[src/rtl/sha256_padder.sv]
// sha256_padder: byte-stream front end for the SHA-256 core.
// Pads each message per FIPS 180-4 and hands 512-bit blocks to the core.
//
// Ports:
//   i_clk, i_rst            clock, async active-low reset
//   i_byte/i_valid/i_last   message beat (valid/ready with o_ready)
//   i_keep                  beat carries a byte (0 only with i_last)
//   o_block                 padded block, byte 0 in [511:504]
//   o_enable / i_done       core start pulse / core level-done
//   o_nblocks               blocks issued in current message
//   o_last_block            final block of message issued
//   o_msg_done              final block compression finished (pulse)
//   o_err                   message exceeded MAX_BLOCKS (sticky)
module sha256_padder #(
  parameter int unsigned MAX_BLOCKS = 255
) (
  input  logic         i_clk,
  input  logic         i_rst,
  input  logic [7:0]   i_byte,
  input  logic         i_valid,
  input  logic         i_last,
  input  logic         i_keep,
  output logic         o_ready,
  output logic [511:0] o_block,
  output logic         o_enable,
  input  logic         i_done,
  output logic [7:0]   o_nblocks,
  output logic         o_last_block,
  output logic         o_msg_done,
  output logic         o_err
);

  typedef enum logic [2:0] {
    S_FILL,
    S_PAD,
    S_LEN,
    S_ISSUE,
    S_WAIT_LO,
    S_WAIT_HI,
    S_DRAIN
  } state_t;

  state_t       state_q, state_d;
  logic [511:0] blk_q, blk_d;
  logic [6:0]   idx_q, idx_d;
  logic [15:0]  len_q, len_d;
  logic         final_q, final_d;
  logic         padp_q, padp_d;
  logic         lenp_q, lenp_d;
  logic         seen_q, seen_d;
  logic         busy_q, busy_d;
  logic [7:0]   nblk_q, nblk_d;
  logic         lastb_q, lastb_d;
  logic         en_q, en_d;
  logic         mdone_q, mdone_d;
  logic         err_q, err_d;
  logic         rdy;
  logic [63:0]  bitlen;

  assign bitlen = {45'd0, len_q, 3'd0};

  always_comb begin
    state_d = state_q;
    blk_d   = blk_q;
    idx_d   = idx_q;
    len_d   = len_q;
    final_d = final_q;
    padp_d  = padp_q;
    lenp_d  = lenp_q;
    seen_d  = seen_q;
    busy_d  = busy_q;
    nblk_d  = nblk_q;
    lastb_d = lastb_q;
    err_d   = err_q;
    en_d    = 1'b0;
    mdone_d = 1'b0;
    rdy     = 1'b0;
    unique case (state_q)
      S_FILL: begin
        rdy = 1'b1;
        if (i_valid) begin
          busy_d = 1'b1;
          // busy_q low means this is the first beat of a new message
          if (!busy_q) begin
            nblk_d  = 8'd0;
            lastb_d = 1'b0;
            err_d   = 1'b0;
          end
          seen_d = i_last;
          if (i_keep) begin
            for (int i = 0; i < 64; i++) begin
              if (idx_q == 7'(i)) begin
                blk_d[511-8*i -: 8] = i_byte;
              end
            end
            idx_d = idx_q + 7'd1;
            len_d = len_q + 16'd1;
          end
          if (i_keep && idx_q == 7'd63) begin
            state_d = S_ISSUE;
            padp_d  = i_last;
          end else if (i_last) begin
            state_d = S_PAD;
          end
        end
      end
      S_PAD: begin
        for (int i = 0; i < 64; i++) begin
          if (idx_q == 7'(i)) begin
            blk_d[511-8*i -: 8] = 8'h80;
          end else if (7'(i) > idx_q) begin
            blk_d[511-8*i -: 8] = 8'h00;
          end
        end
        // length only fits if the 0x80 landed before byte 56
        if (idx_q <= 7'd55) begin
          blk_d[63:0] = bitlen;
          final_d     = 1'b1;
        end else begin
          lenp_d = 1'b1;
        end
        state_d = S_ISSUE;
      end
      S_LEN: begin
        blk_d   = {448'd0, bitlen};
        final_d = 1'b1;
        state_d = S_ISSUE;
      end
      S_ISSUE: begin
        if (i_done) begin
          if (nblk_q == MAX_BLOCKS[7:0]) begin
            err_d = 1'b1;
            if (seen_q) begin
              state_d = S_FILL;
              idx_d   = 7'd0;
              len_d   = 16'd0;
              final_d = 1'b0;
              padp_d  = 1'b0;
              lenp_d  = 1'b0;
              seen_d  = 1'b0;
              busy_d  = 1'b0;
            end else begin
              state_d = S_DRAIN;
            end
          end else begin
            en_d    = 1'b1;
            nblk_d  = nblk_q + 8'd1;
            lastb_d = final_q;
            state_d = S_WAIT_LO;
          end
        end
      end
      S_WAIT_LO: begin
        if (!i_done) begin
          state_d = S_WAIT_HI;
        end
      end
      S_WAIT_HI: begin
        if (i_done) begin
          if (final_q) begin
            mdone_d = 1'b1;
            state_d = S_FILL;
            idx_d   = 7'd0;
            len_d   = 16'd0;
            final_d = 1'b0;
            padp_d  = 1'b0;
            lenp_d  = 1'b0;
            seen_d  = 1'b0;
            busy_d  = 1'b0;
          end else if (padp_q) begin
            padp_d  = 1'b0;
            idx_d   = 7'd0;
            state_d = S_PAD;
          end else if (lenp_q) begin
            lenp_d  = 1'b0;
            state_d = S_LEN;
          end else begin
            idx_d   = 7'd0;
            state_d = S_FILL;
          end
        end
      end
      S_DRAIN: begin
        rdy = 1'b1;
        if (i_valid && i_last) begin
          state_d = S_FILL;
          idx_d   = 7'd0;
          len_d   = 16'd0;
          final_d = 1'b0;
          padp_d  = 1'b0;
          lenp_d  = 1'b0;
          seen_d  = 1'b0;
          busy_d  = 1'b0;
        end
      end
      default: state_d = S_FILL;
    endcase
  end

  always_ff @(posedge i_clk or negedge i_rst) begin
    if (!i_rst) begin
      state_q <= S_FILL;
      blk_q   <= '0;
      idx_q   <= '0;
      len_q   <= '0;
      final_q <= 1'b0;
      padp_q  <= 1'b0;
      lenp_q  <= 1'b0;
      seen_q  <= 1'b0;
      busy_q  <= 1'b0;
      nblk_q  <= '0;
      lastb_q <= 1'b0;
      en_q    <= 1'b0;
      mdone_q <= 1'b0;
      err_q   <= 1'b0;
    end else begin
      state_q <= state_d;
      blk_q   <= blk_d;
      idx_q   <= idx_d;
      len_q   <= len_d;
      final_q <= final_d;
      padp_q  <= padp_d;
      lenp_q  <= lenp_d;
      seen_q  <= seen_d;
      busy_q  <= busy_d;
      nblk_q  <= nblk_d;
      lastb_q <= lastb_d;
      en_q    <= en_d;
      mdone_q <= mdone_d;
      err_q   <= err_d;
    end
  end

  assign o_ready      = rdy;
  assign o_block      = blk_q;
  assign o_enable     = en_q;
  assign o_nblocks    = nblk_q;
  assign o_last_block = lastb_q;
  assign o_msg_done   = mdone_q;
  assign o_err        = err_q;

endmodule
[config.mk]
export PLATFORM = sky130hd
export DESIGN_NAME = sha256_padder
export DESIGN_NICKNAME = d
export VERILOG_FILES = /design/src/rtl/sha256_padder.sv
export SDC_FILE = /design/constraint.sdc
export NUM_CORES = 1
export LEC_CHECK = 0
export CAP_MARGIN = 20
export CORE_MARGIN = 4
export CORE_UTILIZATION = 52
export CTS_BUF_LIST = sky130_fd_sc_hd__clkbuf_2 sky130_fd_sc_hd__clkbuf_4 sky130_fd_sc_hd__clkbuf_8
export DETAILED_ROUTE_END_ITERATION = 10
export PLACE_DENSITY_LB_ADDON = 0.12
export SLEW_MARGIN = 10
export SYNTH_ARGS = -nofsm -noshare
export SYNTH_HDL_FRONTEND = slang
export SYNTH_SLANG_ARGS = --single-unit
[constraint.sdc]
create_clock -name i_clk -period 2.46 [get_ports i_clk]
set_input_delay 0.615 -clock i_clk [delete_from_list [all_inputs] [get_ports i_clk]]
set_output_delay 0.615 -clock i_clk [all_outputs]
set_load 0.03 [all_outputs]
* Word level (Yosys, flattened, before mapping)
Index checks and enable logic that the tools add are counted.
** Word-level totals
- Input port bits :: 14
- Logic and storage cells :: 717
- Bits in registers :: 555
- Output and inout bits :: 525
** Cells by class
- Order comparisons :: 65
- Equality and inequality tests :: 215
- Mux-type cells :: 272
- Add/sub/neg operators :: 3
- Reduce and logical (&&, ||, !) cells :: 85
** Operators with widths (number)
- $mux 8 :: 196
- $pmux 512 s3 :: 1
- $mux 512 :: 2
- $reduce_and 5->1 :: 66
- $eq 7x6->1 const B :: 32
- $gt 6x7->1 const A :: 32
- $ne 3x3->1 const B :: 58
- $ne 2x2->1 const B :: 78
- $mux 16 :: 8
- $eq 7x5->1 const B :: 16
- $gt 5x7->1 const A :: 16
- $mux 7 :: 10
- $mux 64 :: 1
- $pmux 16 s4 :: 1
- $eq 7x4->1 const B :: 8
- $gt 4x7->1 const A :: 8
- $ne 4x4->1 const B :: 9
- $mux 1 :: 31
- $eq 7x3->1 const B :: 4
- $gt 3x7->1 const A :: 4
- $pmux 7 s4 :: 1
- $mux 3 :: 9
- $reduce_and 8->1 :: 3
- $pmux 3 s6 :: 1
- other kinds (28) :: 45

* Depth between registers and ports, before layout
Gate-level depths: netlist (run 1).
- Depth after elaboration :: 5
- Mapped depth :: 10

* Worst setup path before layout (run 1)
No wires, ideal clock.
- Kind :: input to register
- From :: input port i_valid
- To :: register blk_q[120], in the netlist o_block[120]
- Slack :: 0.139 ns
- Data arrival time :: 2.196 ns
- Library setup time :: 0.125 ns
- Cell stages on the path :: 7
- Required time :: 2.335 ns
- Cells stage by stage :: buf_2 nand2_1 a211o_1 buf_2 buf_4 a31oi_2 mux2_2
** Between the ends
- Cells in the longest elaborated chain, start to end :: 2
** Ends and longest elaborated chain
- start: declaration :: RTL line 20 : input logic i_valid,
- $ne 2x2->1 (no line)
- $reduce_and 5->1 (no line)
- end signal: assignment :: RTL line 218 : blk_q <= blk_d;
- end: declaration :: RTL line 44 : logic [511:0] blk_q, blk_d;
Every way passes these cells.
A chain may end at the register's enable or synchronous reset.

* Final worst setup path (run 1)
- From :: register state_q[1]
- To :: output port o_ready
** Between the ends
- Cells in the longest elaborated chain, start to end :: 3
- Elaborated cells between the ends (all ways) :: 4
- Those cells by class :: 1 x eq/ne; 1 x mux; 2 x reduce/logical
** Ends and longest elaborated chain
- start: declaration :: RTL line 43 : state_t state_q, state_d;
- start signal: assignment :: RTL line 217 : state_q <= state_d;
- $eq 3x3->1 / $logic_not 3->1 (equally long branches) :: RTL line 78 : unique case (state_q)
- $reduce_or 2->1 (no line) (*)
- $mux 1 (*) :: RTL line 78
- end: declaration :: RTL line 23 : output logic o_ready,
Mark *: on every way between the ends. The rest lies on a longest branch, timed or not.

==> flow_summary.json, run 1 <==
{
  "htree_levels": 3,
  "worstSetupEndpointType": "primary output",
  "finalCritPeriodShare_pct": 99.2,
  "grt_usage_pct": 35.1,
  "clock_latency_ns": 0.71,
  "ys_ff_latch": 555,
  "vias": 19400,
  "synth_fa_ha_area_share_pct": 0.314,
  "netlist.area_leader.share_pct": 58.1,
  "die-area_um2": 49500,
  "avgSynthCellArea_um2": 13.0,
  "cts_buffer_depth": 3,
  "synth_top_family_by_area": "multiplexers",
  "cts_tree": "done",
  "r2r-start": "state_q[1]",
  "die_y_um": 222,
  "synth-edff-count": 0,
  "arrival_ns": 1.83,
  "dp_hpwl_mm": 62.7,
  "fin_util_pct": 76.4,
  "fillerInstances": 2917,
  "relSlewSlack_pct": 57.8,
  "dp_slack_ns": -0.413,
  "clk_pin_slew_ns": 0.06,
  "async_flop_share_pct": 100,
  "start_util_pct": 52.7,
  "finalClockSkew_ns": 0.0579,
  "areaGrowthSynthToFinish_pct": 45.1,
  "slew_viol_final": 0,
  "synth_warnings": 0,
  "crit_required_ns": 1.85,
  "syn_inst": 1843,
  "place_inst": 3130,
  "setup_viol": 0,
  "numCtsBuffers": 91,
  "r2r_slack_ns": 0.03,
  "overflow": 0,
  "grt_max_degree": 103,
  "grt_pass1_vias": 20500,
  "muxShareOfSynthArea_pct": 22.4,
  "critPathKind": "reg2out",
  "dpl-instance-area_um2": 32300,
  "reg2reg_to": "o_block[282]",
  "rsz0062_at_grt": "true",
  "ant_nets": 0,
  "wl_mm": 88.1,
  "antenna_found_initial": 0,
  "period_needed_ns": 2.44,
  "instances_no_fill": 3306,
  "tightest_slew_ns": 0.627,
  "ys.flop_type": "dfrtp_1",
  "start_kind": "flop",
  "fmax_mhz": 410,
  "nNetsFinal": 2656,
  "post_synth_and_or_nand_nor_area_fraction_pct": 6.99,
  "status": "finished, final reports clean",
  "clock_sinks": 555,
  "finalHoldViolCount": 0,
  "crit_fanout": 4,
  "grt_pass1_wl_mm": 133,
  "yosys-top-cells-count": "dfrtp_1 (555), mux2_2 (467), o21ai_0 (120)",
  "synth_cell_types": 85,
  "synth_seq_area_share_pct": 58.1,
  "core-area_um2": 45400,
  "drt-wirelength-per-cell_um": 26.7,
  "hp-class": "in2async",
  "yosys-top-cells-area": "dfrtp_1 (58%), mux2_2 (22%), o21ai_0 (2.5%)",
  "reg2reg_depth": 10,
  "worst_slack_ns": 0.0189,
  "first_pass_iters": 6,
  "port-buffer-count": 538,
  "synthesis.area_um2": 23900,
  "final_cell_area_um2": 34700,
  "synth_fp_nets": 1863,
  "clockRootBuffer": "clkbuf_8",
  "layout-drive-gt1-share_pct": 37.3,
  "synth_compound_area_share_pct": 9.57,
  "synthXorXnorAreaFrac_pct": 0.256,
  "die_w_um": 222,
  "rows": 78,
  "yosys.area.top_type": "dfrtp_1",
  "drv_cap": 0,
  "synthMostInstantiatedCell": "dfrtp_1",
  "drt_iter0_drc": 1470,
  "num_io_pins": 539,
  "via_per_inst": 5.87,
  "gp_congestion": 0.983,
  "drc": 0
}
## flip-flops by register name (all words and copies together) (netlist names)
signal,count
o_block,512
o_enable,1
idx_q,7
o_nblocks,8
o_last_block,1
seen_q,1
state_q,3
lenp_q,1
padp_q,1
o_err,1
final_q,1
len_q,16
busy_q,1
o_msg_done,1
## through the flow
stage,hold WS [ns],TNS [ns]
floorplan,0.319,0
global placement,0.462,-111.72
detailed placement,0.470,-128.13
CTS,0.349,-0.106
global route,0.376,-0.0604
finish,0.384,0
## final cells by class
class	instances	area [µm²]	share of cell area [%]
Tap cell	600	751	2.16
Clock inverter	22	235	0.678
Sequential cell	555	13900	40.1
Inverter	15	56.3	0.162
Timing Repair Buffer	822	8440	24.3
Clock buffer	140	1730	5.00
Antenna cell	1	2.50	0.00721
Multi-Input combinational cell	1151	9570	27.6
## worst max-delay path, stage by stage, from the launching register on
cell,delay (ns)
dfrtp_1,0.42
or2_4,0.28
buf_6,0.14
a21oi_4,0.15
buf_12,0.14
## routing by layer
| metal | share of wire, % | vias to the layer above | track usage (%) | routed length (µm) |
|---|---|---|---|---|
| met4 | 4.1 | 0 | 12.3 | 3570 |
| met5 | 0 | - | 0 | 0 |
| met1 | 39 | 10000 | 45.5 | 34800 |
| met2 | 48 | 880 | 56.2 | 42000 |
| met3 | 8.8 | 211 | 11.4 | 7740 |
| li1 | - | 8281 | - | - |
## worst max path at each step
stage | startpoint | end | depth (start not counted)
6_report | state_q[1] | o_ready | 4
5_1_grt | state_q[2] | o_ready | 4
4_1_cts | state_q[2] | o_ready | 5
3_5_place_dp | i_keep | o_block[57] | 7
3_3_place_gp | i_keep | o_block[263] | 7
2_1_floorplan | i_valid | o_block[120] | 7
## cell families after synthesis
family	after synthesis
flops	555
compound gates	342
buf+inv	137
xor+xnor	7
simple gates	320
mux	476
fa+ha+maj	6
## repair_timing
| item | in CTS | in global routing |
|---|---|---|
| setup endpoints to repair | 70 | 283 |
| setup buffers | 5 | 7 |
| resized for setup | 62 | 65 |
| pin swaps | 3 | 5 |
| endpoints found under the hold margin | 25 | 0 |
| hold buffers | 1 | 0 |
## placed cells by master, fill, tap and decap left out, types with 45 or more instances in the layout
cell / instances
nor2_1: 53
buf_4: 209
o21ai_0: 114
a21oi_1: 60
buf_12: 67
mux2_2: 467
clkdlybuf4s50_1: 450
clkbuf_8: 109
nand2_1: 100
dfrtp_1: 552
dlygate4sd2_1: 45
Power of run 1 is left out: the tool's default activity adds up to more than one toggle a clock period on the data nets, which glitch-free logic cannot reach.
==> run 2, diff against run 1 <==
- SLEW_MARGIN: 10 -> 5
==> results of run 2 <==
Final layout, timing and power as in run 1 (identical DEF).
Power of run 2 is left out for the same reason.
==> variant, RTL diff (flow settings as in run 2) <==
Register the output `o_err` once more, with the module's reset; this adds one clock of latency there. The other outputs are not delayed to match.
--- a/src/rtl/sha256_padder.sv
+++ b/src/rtl/sha256_padder.sv
@@ -239,3 +239,9 @@
   assign o_msg_done   = mdone_q;
-  assign o_err        = err_q;
+  always_ff @(posedge i_clk or negedge i_rst) begin
+    if (!i_rst) begin
+      o_err <= '0;
+    end else begin
+      o_err <= err_q;
+    end
+  end
 
Check against the original RTL: not settled (the Yosys comparison gave no result); the edit may change what the design does.
==> variant against run 2 <==
- global-route usage fell by 0.70 points
- design area shrank 1.1%
- sequential cell count rose by 1
- synthesized area is 1.4% higher
- wire length about the same
- hold slack gained 6.4 ps
- fmax is essentially flat
- setup slack improved by 0.73 ps
- via count increased by 1.6%
- non-clock buffer count shrank 43
- critical path type unchanged
- critical endpoint unchanged
- highest routed layer unchanged
==> variant: results <==
{
  "grt.met1_usage_pct": 44.03,
  "use_met3_pct": 10.40,
  "wl_met3_um": 7378,
  "worst_hold_slack_ps": 390.3,
  "ys_top_cells_by_area": "dfrtp_1 57%, mux2_2 18%, o21ai_0 3.8%",
  "cts_buffers": 89,
  "met2_usage_pct": 55.93,
  "cp_slowest_cell": "dfrtp_2",
  "fill_cells": 3076,
  "synth_nets": 1994,
  "die_area_um2": 50130,
  "crit_start": "state_q[2]$_DFFE_PN0P_",
  "synth_top_cell_area_share_pct": 57.40,
  "first_iter_violations": 1708,
  "grt_use_total_pct": 34.40,
  "fin_crit_sh_pct": 99.20,
  "synth_cell_types": 92,
  "via_per_inst": 5.858,
  "final_nets": 2717,
  "met1_length_um": 34880,
  "antenna_found_initial": 1,
  "grt_pass1_wl_um": 131600,
  "worst_hold_path_type": "flip-flop to flip-flop",
  "tightestPinTransition_ps": 660.1,
  "drt_pass1_iterations": 7,
  "path_max_fanout": 3,
  "place_ws_ps": -346.8,
  "rr_startpoint": "idx_q[0]$_DFFE_PN0P_",
  "grt_max_degree": 86,
  "met2_length_um": 42400,
  "status": "complete, no violations",
  "grt_pass1_vias": 20450,
  "cts_setup_buffers": 3,
  "fin_cells": 3364,
  "gp_congestion": 0.9725,
  "place_area_um2": 32260,
  "worstRegToRegCells": 7,
  "ys_seq_area_share_pct": 57.40,
  "wl_um": 88120,
  "synth_common_cells": "556 x dfrtp_1, 377 x mux2_2, 186 x nand2_1"
}
[variant: path summary, 6_finish.rpt]
path | endpoint
worst max-delay path | o_ready
worst min-delay path | o_err$_DFF_PN0_
worst max register to register | o_block[143]$_DFFE_PN0P_
worst min register to register | o_err$_DFF_PN0_
max in group asynchronous | o_block[298]$_DFFE_PN0P_
min in group asynchronous | o_block[378]$_DFFE_PN0P_
[variant: area by class of cell]
cell class,count,area (µm²),area share [%]
inverter,11,41.29,0.1204
clock buffer,137,1717,5.006
clock inverter,19,171.4,0.4999
sequential,556,13920,40.58
timing repair buffer,779,7998,23.32
multi-input combinational,1260,9693,28.27
antenna,2,5.005,0.01459
tap,600,750.7,2.189
[variant: kinds of logic after synthesis]
family | synth area share, %
flip-flops | 57.40
AND/OR/NAND/NOR | 8.595
buffers and inverters | 2.984
AO/OA/AOI/OAI | 12.23
adder cells (fa/ha/maj) | 0.3097
XOR/XNOR | 0.2891
multiplexers | 18.19
